## src/rtl/la_capture_fsm_if.sv

```systemverilog
// Register-bus request/response bundle for la_capture_fsm.
// The slave side registers every request and returns it as the response one cycle later.
interface la_capture_fsm_if;
    logic [15:0] addr_i;
    logic [15:0] data_i;
    logic        rw_i;
    logic        valid_i;
    logic [15:0] addr_o;
    logic [15:0] data_o;
    logic        rw_o;
    logic        valid_o;

    modport master (
        output addr_i, data_i, rw_i, valid_i,
        input  addr_o, data_o, rw_o, valid_o
    );

    modport slave (
        input  addr_i, data_i, rw_i, valid_i,
        output addr_o, data_o, rw_o, valid_o
    );
endinterface

```

## src/rtl/la_capture_fsm.sv

```systemverilog
// Logic-analyser capture sequencer: pre/post-trigger sample addressing plus a bus register file.
// Optional feature: define LA_CAPTURE_FSM_TIMESTAMP_EN for the offset-6 trigger timestamp counter.
module la_capture_fsm #(
    parameter int unsigned BASE_ADDR    = 0,
    parameter int unsigned SAMPLE_DEPTH = 4096
) (
    input  logic                            clk,
    input  logic                            rst,
    input  logic                            trig,
    la_capture_fsm_if.slave                 bus,
    output logic                            write_enable,
    output logic [$clog2(SAMPLE_DEPTH)-1:0] write_pointer
);
    localparam int unsigned AW = $clog2(SAMPLE_DEPTH);

    localparam logic [15:0] OFF_STATE = 16'd0;
    localparam logic [15:0] OFF_START = 16'd1;
    localparam logic [15:0] OFF_STOP  = 16'd2;
    localparam logic [15:0] OFF_TLOC  = 16'd3;
    localparam logic [15:0] OFF_RPTR  = 16'd4;
    localparam logic [15:0] OFF_WPTR  = 16'd5;
`ifdef LA_CAPTURE_FSM_TIMESTAMP_EN
    localparam logic [15:0] OFF_TSTAMP = 16'd6;
    localparam logic [15:0] N_REGS     = 16'd7;
`else
    localparam logic [15:0] N_REGS     = 16'd6;
`endif

    typedef enum logic [2:0] {
        IDLE             = 3'd0,
        MOVE_TO_POSITION = 3'd1,
        IN_POSITION      = 3'd2,
        CAPTURING        = 3'd3,
        CAPTURED         = 3'd4
    } state_t;

    state_t          r_state;
    logic            r_write_enable;
    logic [AW-1:0]   r_write_pointer;
    logic [AW-1:0]   r_read_pointer;
    logic [AW-1:0]   r_trigger_loc;
    logic [15:0]     r_addr_o;
    logic [15:0]     r_data_o;
    logic            r_rw_o;
    logic            r_valid_o;
`ifdef LA_CAPTURE_FSM_TIMESTAMP_EN
    logic [15:0]     r_timestamp;
`endif

    logic [15:0]     w_offset;
    logic            w_owned;
    logic            w_wr;
    logic            w_rd;
    logic            w_start;
    logic            w_stop;
    logic            w_tloc_wr;
    logic [AW-1:0]   w_tloc_clamped;
    logic [AW-1:0]   w_tloc_minus1;
    logic [AW-1:0]   w_rptr_minus1;
    logic [15:0]     w_rdata;

    assign w_offset  = bus.addr_i - 16'(BASE_ADDR);
    assign w_owned   = (32'(bus.addr_i) >= BASE_ADDR) && (w_offset < N_REGS);
    assign w_wr      = bus.valid_i && bus.rw_i && w_owned;
    assign w_rd      = bus.valid_i && !bus.rw_i && w_owned;
    assign w_start   = w_wr && (w_offset == OFF_START) && bus.data_i[0];
    assign w_stop    = w_wr && (w_offset == OFF_STOP) && bus.data_i[0];
    assign w_tloc_wr = w_wr && (w_offset == OFF_TLOC);

    assign w_tloc_clamped = (32'(bus.data_i) > (SAMPLE_DEPTH - 1)) ? AW'(SAMPLE_DEPTH - 1)
                                                                   : bus.data_i[AW-1:0];
    assign w_tloc_minus1  = r_trigger_loc - AW'(1);
    assign w_rptr_minus1  = r_read_pointer - AW'(1);

    always_comb begin
        w_rdata = '0;
        case (w_offset)
            OFF_STATE:  w_rdata = 16'(r_state);
            OFF_TLOC:   w_rdata = 16'(r_trigger_loc);
            OFF_RPTR:   w_rdata = 16'(r_read_pointer);
            OFF_WPTR:   w_rdata = 16'(r_write_pointer);
`ifdef LA_CAPTURE_FSM_TIMESTAMP_EN
            OFF_TSTAMP: w_rdata = r_timestamp;
`endif
            default:    w_rdata = '0;
        endcase
    end

    always_ff @(posedge clk) begin
        if (rst) begin
            r_state         <= IDLE;
            r_write_enable  <= 1'b0;
            r_write_pointer <= '0;
            r_read_pointer  <= '0;
            r_trigger_loc   <= '0;
            r_addr_o        <= '0;
            r_data_o        <= '0;
            r_rw_o          <= 1'b0;
            r_valid_o       <= 1'b0;
        end else begin
            r_addr_o  <= bus.addr_i;
            r_data_o  <= w_rd ? w_rdata : bus.data_i;
            r_rw_o    <= bus.rw_i;
            r_valid_o <= bus.valid_i;

            if (w_stop) begin
                r_state        <= IDLE;
                r_write_enable <= 1'b0;
            end else begin
                case (r_state)
                    IDLE: begin
                        if (w_tloc_wr) begin
                            r_trigger_loc <= w_tloc_clamped;
                        end
                        if (w_start) begin
                            r_write_pointer <= '0;
                            r_read_pointer  <= '0;
                            r_write_enable  <= 1'b1;
                            r_state         <= (r_trigger_loc == '0) ? IN_POSITION : MOVE_TO_POSITION;
                        end
                    end
                    MOVE_TO_POSITION: begin
                        r_write_pointer <= r_write_pointer + AW'(1);
                        if (r_write_pointer == w_tloc_minus1) begin
                            r_state <= IN_POSITION;
                        end
                    end
                    IN_POSITION: begin
                        r_write_pointer <= r_write_pointer + AW'(1);
                        // read_pointer now marks the oldest sample; capture ends when the ring is full
                        if (trig) begin
                            if (r_write_pointer == w_rptr_minus1) begin
                                r_state        <= CAPTURED;
                                r_write_enable <= 1'b0;
                            end else begin
                                r_state <= CAPTURING;
                            end
                        end else begin
                            r_read_pointer <= r_read_pointer + AW'(1);
                        end
                    end
                    CAPTURING: begin
                        r_write_pointer <= r_write_pointer + AW'(1);
                        if (r_write_pointer == w_rptr_minus1) begin
                            r_state        <= CAPTURED;
                            r_write_enable <= 1'b0;
                        end
                    end
                    CAPTURED: begin
                        r_write_enable <= 1'b0;
                    end
                    default: begin
                        r_state        <= IDLE;
                        r_write_enable <= 1'b0;
                    end
                endcase
            end
        end
    end

`ifdef LA_CAPTURE_FSM_TIMESTAMP_EN
    always_ff @(posedge clk) begin
        if (rst) begin
            r_timestamp <= '0;
        end else if (!w_stop) begin
            if ((r_state == IDLE) && w_start) begin
                r_timestamp <= '0;
            end else if ((r_state == IN_POSITION) && !trig && (r_timestamp != 16'hFFFF)) begin
                r_timestamp <= r_timestamp + 16'd1;
            end
        end
    end
`endif

    assign write_enable  = r_write_enable;
    assign write_pointer = r_write_pointer;
    assign bus.addr_o    = r_addr_o;
    assign bus.data_o    = r_data_o;
    assign bus.rw_o      = r_rw_o;
    assign bus.valid_o   = r_valid_o;

endmodule

```

## src/flat_wrapper.sv

```systemverilog
// flat-port wrapper written by rule: the top's interface ports become plain ports
module la_capture_fsm_flat 
#(
    parameter int unsigned BASE_ADDR    = 0,
    parameter int unsigned SAMPLE_DEPTH = 4096
)
  (clk, rst, trig, write_enable, write_pointer, bus_addr_i, bus_data_i, bus_rw_i, bus_valid_i, bus_addr_o, bus_data_o, bus_rw_o, bus_valid_o);
  la_capture_fsm_if bus_i ();
  input  logic clk;
  input  logic rst;
  input  logic trig;
  output logic write_enable;
  output logic [$clog2(SAMPLE_DEPTH)-1:0] write_pointer;
  input wire logic [$bits(bus_i.addr_i)-1:0] bus_addr_i;
  input wire logic [$bits(bus_i.data_i)-1:0] bus_data_i;
  input wire logic [$bits(bus_i.rw_i)-1:0] bus_rw_i;
  input wire logic [$bits(bus_i.valid_i)-1:0] bus_valid_i;
  output wire logic [$bits(bus_i.addr_o)-1:0] bus_addr_o;
  output wire logic [$bits(bus_i.data_o)-1:0] bus_data_o;
  output wire logic [$bits(bus_i.rw_o)-1:0] bus_rw_o;
  output wire logic [$bits(bus_i.valid_o)-1:0] bus_valid_o;
  assign bus_i.addr_i = bus_addr_i;
  assign bus_i.data_i = bus_data_i;
  assign bus_i.rw_i = bus_rw_i;
  assign bus_i.valid_i = bus_valid_i;
  assign bus_addr_o = bus_i.addr_o;
  assign bus_data_o = bus_i.data_o;
  assign bus_rw_o = bus_i.rw_o;
  assign bus_valid_o = bus_i.valid_o;
  la_capture_fsm #(.BASE_ADDR(BASE_ADDR), .SAMPLE_DEPTH(SAMPLE_DEPTH)) u_core (.clk(clk), .rst(rst), .trig(trig), .bus(bus_i), .write_enable(write_enable), .write_pointer(write_pointer));
endmodule
```

## config.mk

```make
export PLATFORM = sky130hd
export DESIGN_NAME = la_capture_fsm_flat
export DESIGN_NICKNAME = d
export VERILOG_FILES = /design/src/rtl/la_capture_fsm_if.sv /design/src/rtl/la_capture_fsm.sv /design/src/flat_wrapper.sv
export SDC_FILE = /design/constraint.sdc
export NUM_CORES = 1
export LEC_CHECK = 0
export CAP_MARGIN = 20
export CORE_ASPECT_RATIO = 1.75
export CORE_MARGIN = 2
export CORE_UTILIZATION = 46
export CTS_CLUSTER_SIZE = 30
export DETAILED_ROUTE_END_ITERATION = 8
export PLACE_DENSITY = 0.76
export SYNTH_ARGS = -nofsm -noshare
export SYNTH_HDL_FRONTEND = slang
export SYNTH_SLANG_ARGS = --single-unit
```

## constraint.sdc

```tcl
create_clock -name clk -period 3.1 [get_ports clk]
set_input_delay 0.465 -clock clk [delete_from_list [all_inputs] [get_ports clk]]
set_output_delay 0.465 -clock clk [all_outputs]
set_load 0.02 [all_outputs]
```

After elaboration in Yosys (flattened, before gate mapping) --
Index checks and enable logic that the tools add are counted.
Storage, ports and cells: register bits after elaboration 74, input port bits 37, output and inout port bits 47, word-level logic and storage cells 74
Operators by class: add/sub/neg operators 4, magnitude comparators 2, equal/unequal tests 16, muxes and demuxes 18, bitwise logic cells 3, reductions and logical operators 22
Operator list (count):
- case mux 12 bit (2 select lines) | 2
- case mux 12 bit (4 select lines) | 1
- two-way mux 12 bit | 3
- == test 16 x 2 -> 1 bit, second input constant | 2
- == test 16 x 3 -> 1 bit, second input constant | 2
- adder 12 x 1 -> 12 bit, second input constant | 2
- == test 12 bit | 2
- subtractor 12 x 1 -> 12 bit, second input constant | 2
- == test 16 x 1 -> 1 bit, second input constant | 1
- > comparator 16 x 12 -> 1 bit, second input constant | 1
- logical NOT 16 bit | 1
- < comparator 16 x 3 -> 1 bit, second input constant | 1
- two-way mux 16 bit | 1
- two-way mux 3 bit | 5
- case mux 3 bit (5 select lines) | 1
- logical NOT 12 bit | 1
- logical AND 1 bit | 9
- AND reduction 3 bit | 3
- == test 3 x 2 -> 1 bit, second input constant | 2
- inequality test 2 x 1 -> 1 bit, second input constant | 3
- AND reduction 5 bit | 1
- inequality test 2 bit, second input constant | 2
- case mux 1 bit (4 select lines) | 1
- AND reduction 4 bit | 1
- other kinds (10) | 15

Longest topological paths before layout --
Gate-level depths: netlist (run 1).
depth after elaboration 6, gate-level depth with buffers 11, gate-level depth less buffers 10

Worst setup path after synthesis (run 1) --
Ideal clock, no wire load.
path kind input-to-reg, start input bus_addr_i[7], end register u_core.r_read_pointer[5], setup time 0.071 ns, data arrival time 2.984 ns, data required time 3.029 ns, path slack 0.045 ns, stages on the path 8, buffers on the path 1, cells stage by stage nor4_4 > nand4b_2 > or4_4 > mux2_4 > or4_1 > buf_2 > or4_1 > a21oi_1
Between the ends: word-level cells in the longest chain between the ends 6, elaborated cells between the ends (all ways) 11, those cells by class order compare: 1; eq/ne: 3; bitwise: 1; reduce/logical: 6
RTL lines:
- start: declaration | line flat_wrapper.sv:14 | input wire logic [$bits(bus_i.addr_i)-1:0] bus_addr_i;
- < comparator 16 x 3 -> 1 bit | line la_capture_fsm.sv:63 | assign w_owned = (32'(bus.addr_i) >= BASE_ADDR) && (w_offset < N_REGS);
- logical AND 1 bit | line la_capture_fsm.sv:64 | assign w_wr = bus.valid_i && bus.rw_i && w_owned;
- logical AND 1 bit (on tied branches) (2 in a row) | line la_capture_fsm.sv:66, la_capture_fsm.sv:67
- inequality test 2 x 1 -> 1 bit (no line) or NOT 1 bit (tied branches)
- AND reduction 4 bit (no line) *
- end signal: assignment | line la_capture_fsm.sv:139 | r_read_pointer <= r_read_pointer + AW'(1);
- end: declaration | line la_capture_fsm.sv:40 | logic [AW-1:0] r_read_pointer;
Mark *: on every way between the ends. The rest lies on a longest branch, timed or not. A chain may end at the register's enable or synchronous reset.

Worst setup path after layout (run 1) --
start input bus_addr_i[13], end register u_core.r_read_pointer[5]
The elaborated chain is that of the path after synthesis.

==> summary.txt, run 1 <==
Setup path
  • Largest stage delay, worst path: 510 ps
  • Startpoint types: primary input
  • Worst Path Arrival: approximately 3300 ps
  • FF-to-FF setup slack: 190 ps
  • Worst path cell trace: clkdlybuf4s50_1, nor4_4, nand4b_2, or4_4, mux2_4, or4_4, or4_1, a21oi_1
  • Worst path required time: 3370 ps
  • CP dominant cell by count: or4_4
  • CP Capture Type: register
  • Critical Path Source: bus_addr_i[13]
  • Critical path class: in -> reg
  • CP max stage cell: or4_4
  • Reg2Reg Launch Point: u_core.r_trigger_loc[0]$_SDFFE_PP0P_
  • CP Capture Point: u_core.r_read_pointer[5]$_SDFFE_PP0P_
  • Reg2reg path depth: 10
  • Worst r2r dst: u_core.r_state[1]$_SDFFE_PP0P_
  • CP Max Fanout: 4

STA
  • Setup TNS: 0 ps
  • Final hold vios: 0
  • Max Slew Vio Count: 0
  • Rel. slew slack: 0.342
  • Final setup vio count: 0
  • Worst-margin pin slew: 983 ps
  • Max Freq: between 300 and 400 MHz
  • Fin crit period: about 3100 ps
  • Clock skew: 4.38 ps
  • Final Cycle Share: 0.984

Synthesis
  • Main combinational cell family by area after synthesis: simple AND/OR/NAND/NOR gates
  • Flip-flop and latch count after synthesis: 74
  • Mapped Avg Cell Area: 8.15 sq um
  • Synth Area in Adders: 0.0160
  • Post-synthesis xor/xnor area fraction: 0.105
  • Yosys warnings: 0
  • Mux cell area share after synthesis: 0.0144
  • Synth Area in Compound Gates: 0.128
  • Async S/R FF share, synth: 0
  • Top FF cell, synth: dfxtp_1
  • Synthesized area: about 0.004 sq mm
  • Seq/Total Area, Yosys: 0.378
  • Synth cell types: around 50
  • Synthesized Nets: ~520
  • Simple-gate share of the synthesized area: 0.310
  • EDFF count, synth: 0
  • Synth Instances: approximately 480

Clock network
  • Clock latency on the worst-skew pair: 340 ps
  • H-tree levels: 3
  • Clock Path Buffers: 2
  • Clock tree root buffer cell: clkbuf_16
  • CTS tree: built
  • Total CTS buffers: 9
  • Clock slew at reported path FFs: 60 ps
  • Clock sinks: 74

Global routing
  • Vias in the first global route: between 3k and 4k
  • Largest net degree at the start of global routing: 22
  • Global-route wire length before repair: roughly 18,000 um
  • Initial antenna violation count: 0
  • Gr usage total: 0.255
  • Remaining global-route overflow: 0

Die
  • Die area: 0.00930 sq mm
  • Total core area: 0.00831 sq mm
  • Rows: between 40 and 50
  • Initial Utilization: 0.471
  • I/O pin total: 84
  • Height of the die: ~130 um
  • Die X: 73.8 um

Routing
  • Routed via count: between 3k and 4k
  • Iter 0 DRT Violations: 370
  • DR pass1 iterations: 6
  • Detailed Route WL: 11,800 um
  • DRC viols: 0
  • Routed wire per std cell: 16.6 um
  • Post-route ant nets: 0
  • Vias per cell: about 5.5

Hold path
  • Hold WC Path Type: in -> reg

Pwr
  • Leakage dissipation: 2.19 nW
  • Peak supply drop: 0.323 mV
  • Power density cells: around 490 mW/mm^2
  • Overall Power: roughly 2.7 mW

Cells and area
  • Post-Layout Cell Count: just over 700
  • Nets: 633
  • Diodes inserted: 0
  • Post-layout instance area: 0.00553 sq mm
  • Area growth from synthesis to layout: 41.0%
  • Share of layout cells above drive strength 1: 0.148
  • Final core occ: 0.665

Placement
  • Placement Cell Area: slightly above 0.005 sq mm
  • Hpwl dp: 8670 um
  • PortBufs: 83
  • Gp weighted congestion: 0.873
  • Placed Instances: 689

Flow run
  • Maxcap violations: 0

Outcome
  • Status: completed
routing by layer:
layer	vias up	GRT usage	share of wire	wire (um)
li1	1894	-	-	-
met1	1857	0.263	0.36	4280
met2	150	0.454	0.54	6340
met3	40	0.0544	0.050	584
met4	0	0.147	0.050	587
met5	-	0	0	0
power breakdown:
| group | internal, mW | total [mW] | switching, mW |
|---|---|---|---|
| sequential | 0.998 | 1.05 | 0.0487 |
| clock | 0.644 | 1.05 | 0.404 |
| combinational | 0.284 | 0.586 | 0.302 |
cell type report:
type	instances	area (sq um)
inverters	13	48.8
fillers	685	2790
repair buffers	136	1250
clock inverters	6	66.3
multi-input cells	357	2300
well taps	115	144
flip-flops and latches	74	1480
clock buffers	10	239
registers in the layout (all words and copies together) (netlist names):
signal	count
u_core.bus.valid_o	1
u_core.r_state	3
u_core.bus.rw_o	1
u_core.write_pointer	12
u_core.r_read_pointer	12
u_core.write_enable	1
u_core.r_trigger_loc	12
u_core.bus.addr_o	16
u_core.bus.data_o	16
critical path, delay by kind of cell:
kind | cells | cell delay [ps]
muxes | 1 | 290
buffers and inverters | 1 | 470
AOI/OAI and AO/OA | 1 | 160
and+or+nand+nor | 5 | 1930
synthesized netlist by cell type (3+ instances only):
cell / n / share of area
clkbuf_1: 34 / 0.033
dfxtp_1: 74 / 0.38
nand4_1: 5 / 0.0080
o21ai_0: 14 / 0.018
a21oi_1: 18 / 0.023
o21a_1: 3 / 0.0057
a21o_1: 5 / 0.0096
nor2b_1: 23 / 0.037
nor4b_1: 3 / 0.0067
a222oi_1: 12 / 0.031
nand3b_1: 3 / 0.0057
nor4_2: 4 / 0.013
a31oi_1: 4 / 0.0064
nand2b_1: 7 / 0.011
nor4_1: 9 / 0.014
inv_1: 13 / 0.012
and2_1: 4 / 0.0064
o31ai_1: 3 / 0.0057
nand3_1: 12 / 0.015
and3_1: 9 / 0.014
xnor2_1: 23 / 0.051
nor3b_1: 4 / 0.0077
or4_1: 7 / 0.013
nor3_1: 22 / 0.028
nand2_1: 32 / 0.031
ha_1: 5 / 0.016
nor2_1: 71 / 0.068
xor2_1: 24 / 0.054
o211ai_1: 3 / 0.0057
mux2i_1: 3 / 0.0077
logic make-up (layout without fill, tap and decap cells):
group           Yosys count  count (layout)
compound gates           73              73
xor+xnor                 47              47
fa+ha+maj                 5               5
mux                       5               5
flops                    74              74
simple gates            227             227
buf+inv                  50             165
worst min path at each step:
stage | from | to | slack, ps | depth (start not counted)
after global routing | bus_addr_i[7] | u_core.bus.addr_o[7]$_SDFF_PP0_ | 470 | 2
after CTS | u_core.r_trigger_loc[5]$_SDFFE_PP0P_ | u_core.r_trigger_loc[5]$_SDFFE_PP0P_ | 560 | 2
after global placement | u_core.r_trigger_loc[5]$_SDFFE_PP0P_ | u_core.r_trigger_loc[5]$_SDFFE_PP0P_ | 540 | 2
after floorplan | u_core.r_read_pointer[1]$_SDFFE_PP0P_ | u_core.r_read_pointer[1]$_SDFFE_PP0P_ | 510 | 2
final | bus_addr_i[4] | u_core.bus.addr_o[4]$_SDFF_PP0_ | 450 | 2
after detailed placement | u_core.r_trigger_loc[5]$_SDFFE_PP0P_ | u_core.r_trigger_loc[5]$_SDFFE_PP0P_ | 540 | 2
what timing repair did:
action | CTS | global route
buffers inserted | 5 | 1
pin swaps | 5 | 4
resized for setup | 3 | 13
setup endpoints to repair | 4 | 33
hold buffers | 0 | 0
metrics by stage:
| stage | setup WS [ps] | hold slack, ps |
|---|---|---|
| after detailed placement | -461 | 540 |
| after global placement | -401 | 539 |
| after floorplan | 45.3 | 505 |
| after CTS | 18.3 | 558 |
| after global routing | -20.1 | 470 |
| final | 48.1 | 450 |
layout by cell type, fill, tap and decap left out, types with 7 or more instances in the layout:
cell type        netlist  final
clkdlybuf4s50_1        0     77
dfxtp_1               74     74
nor2_1                71     71
buf_4                  0     52
nand2_1               32     32
xor2_1                24     24
nor2b_1               23     23
xnor2_1               23     23
nor3_1                22     21
a21oi_1               18     18
o21ai_0               14     14
inv_1                 13     13
nand3_1               12     12
a222oi_1              12     12
clkbuf_16              0      9
nor4_1                 9      8
and3_1                 9      8
nand2b_1               7      7
Power figures use the tool's default switching activity.
==> inputs of run 2 (changes only) <==
Settings changed: CAP_MARGIN 20 to unset, SLEW_MARGIN set to 10.
==> results of run 2 <==
The final DEF is identical to that of run 1; final timing and power are the same.
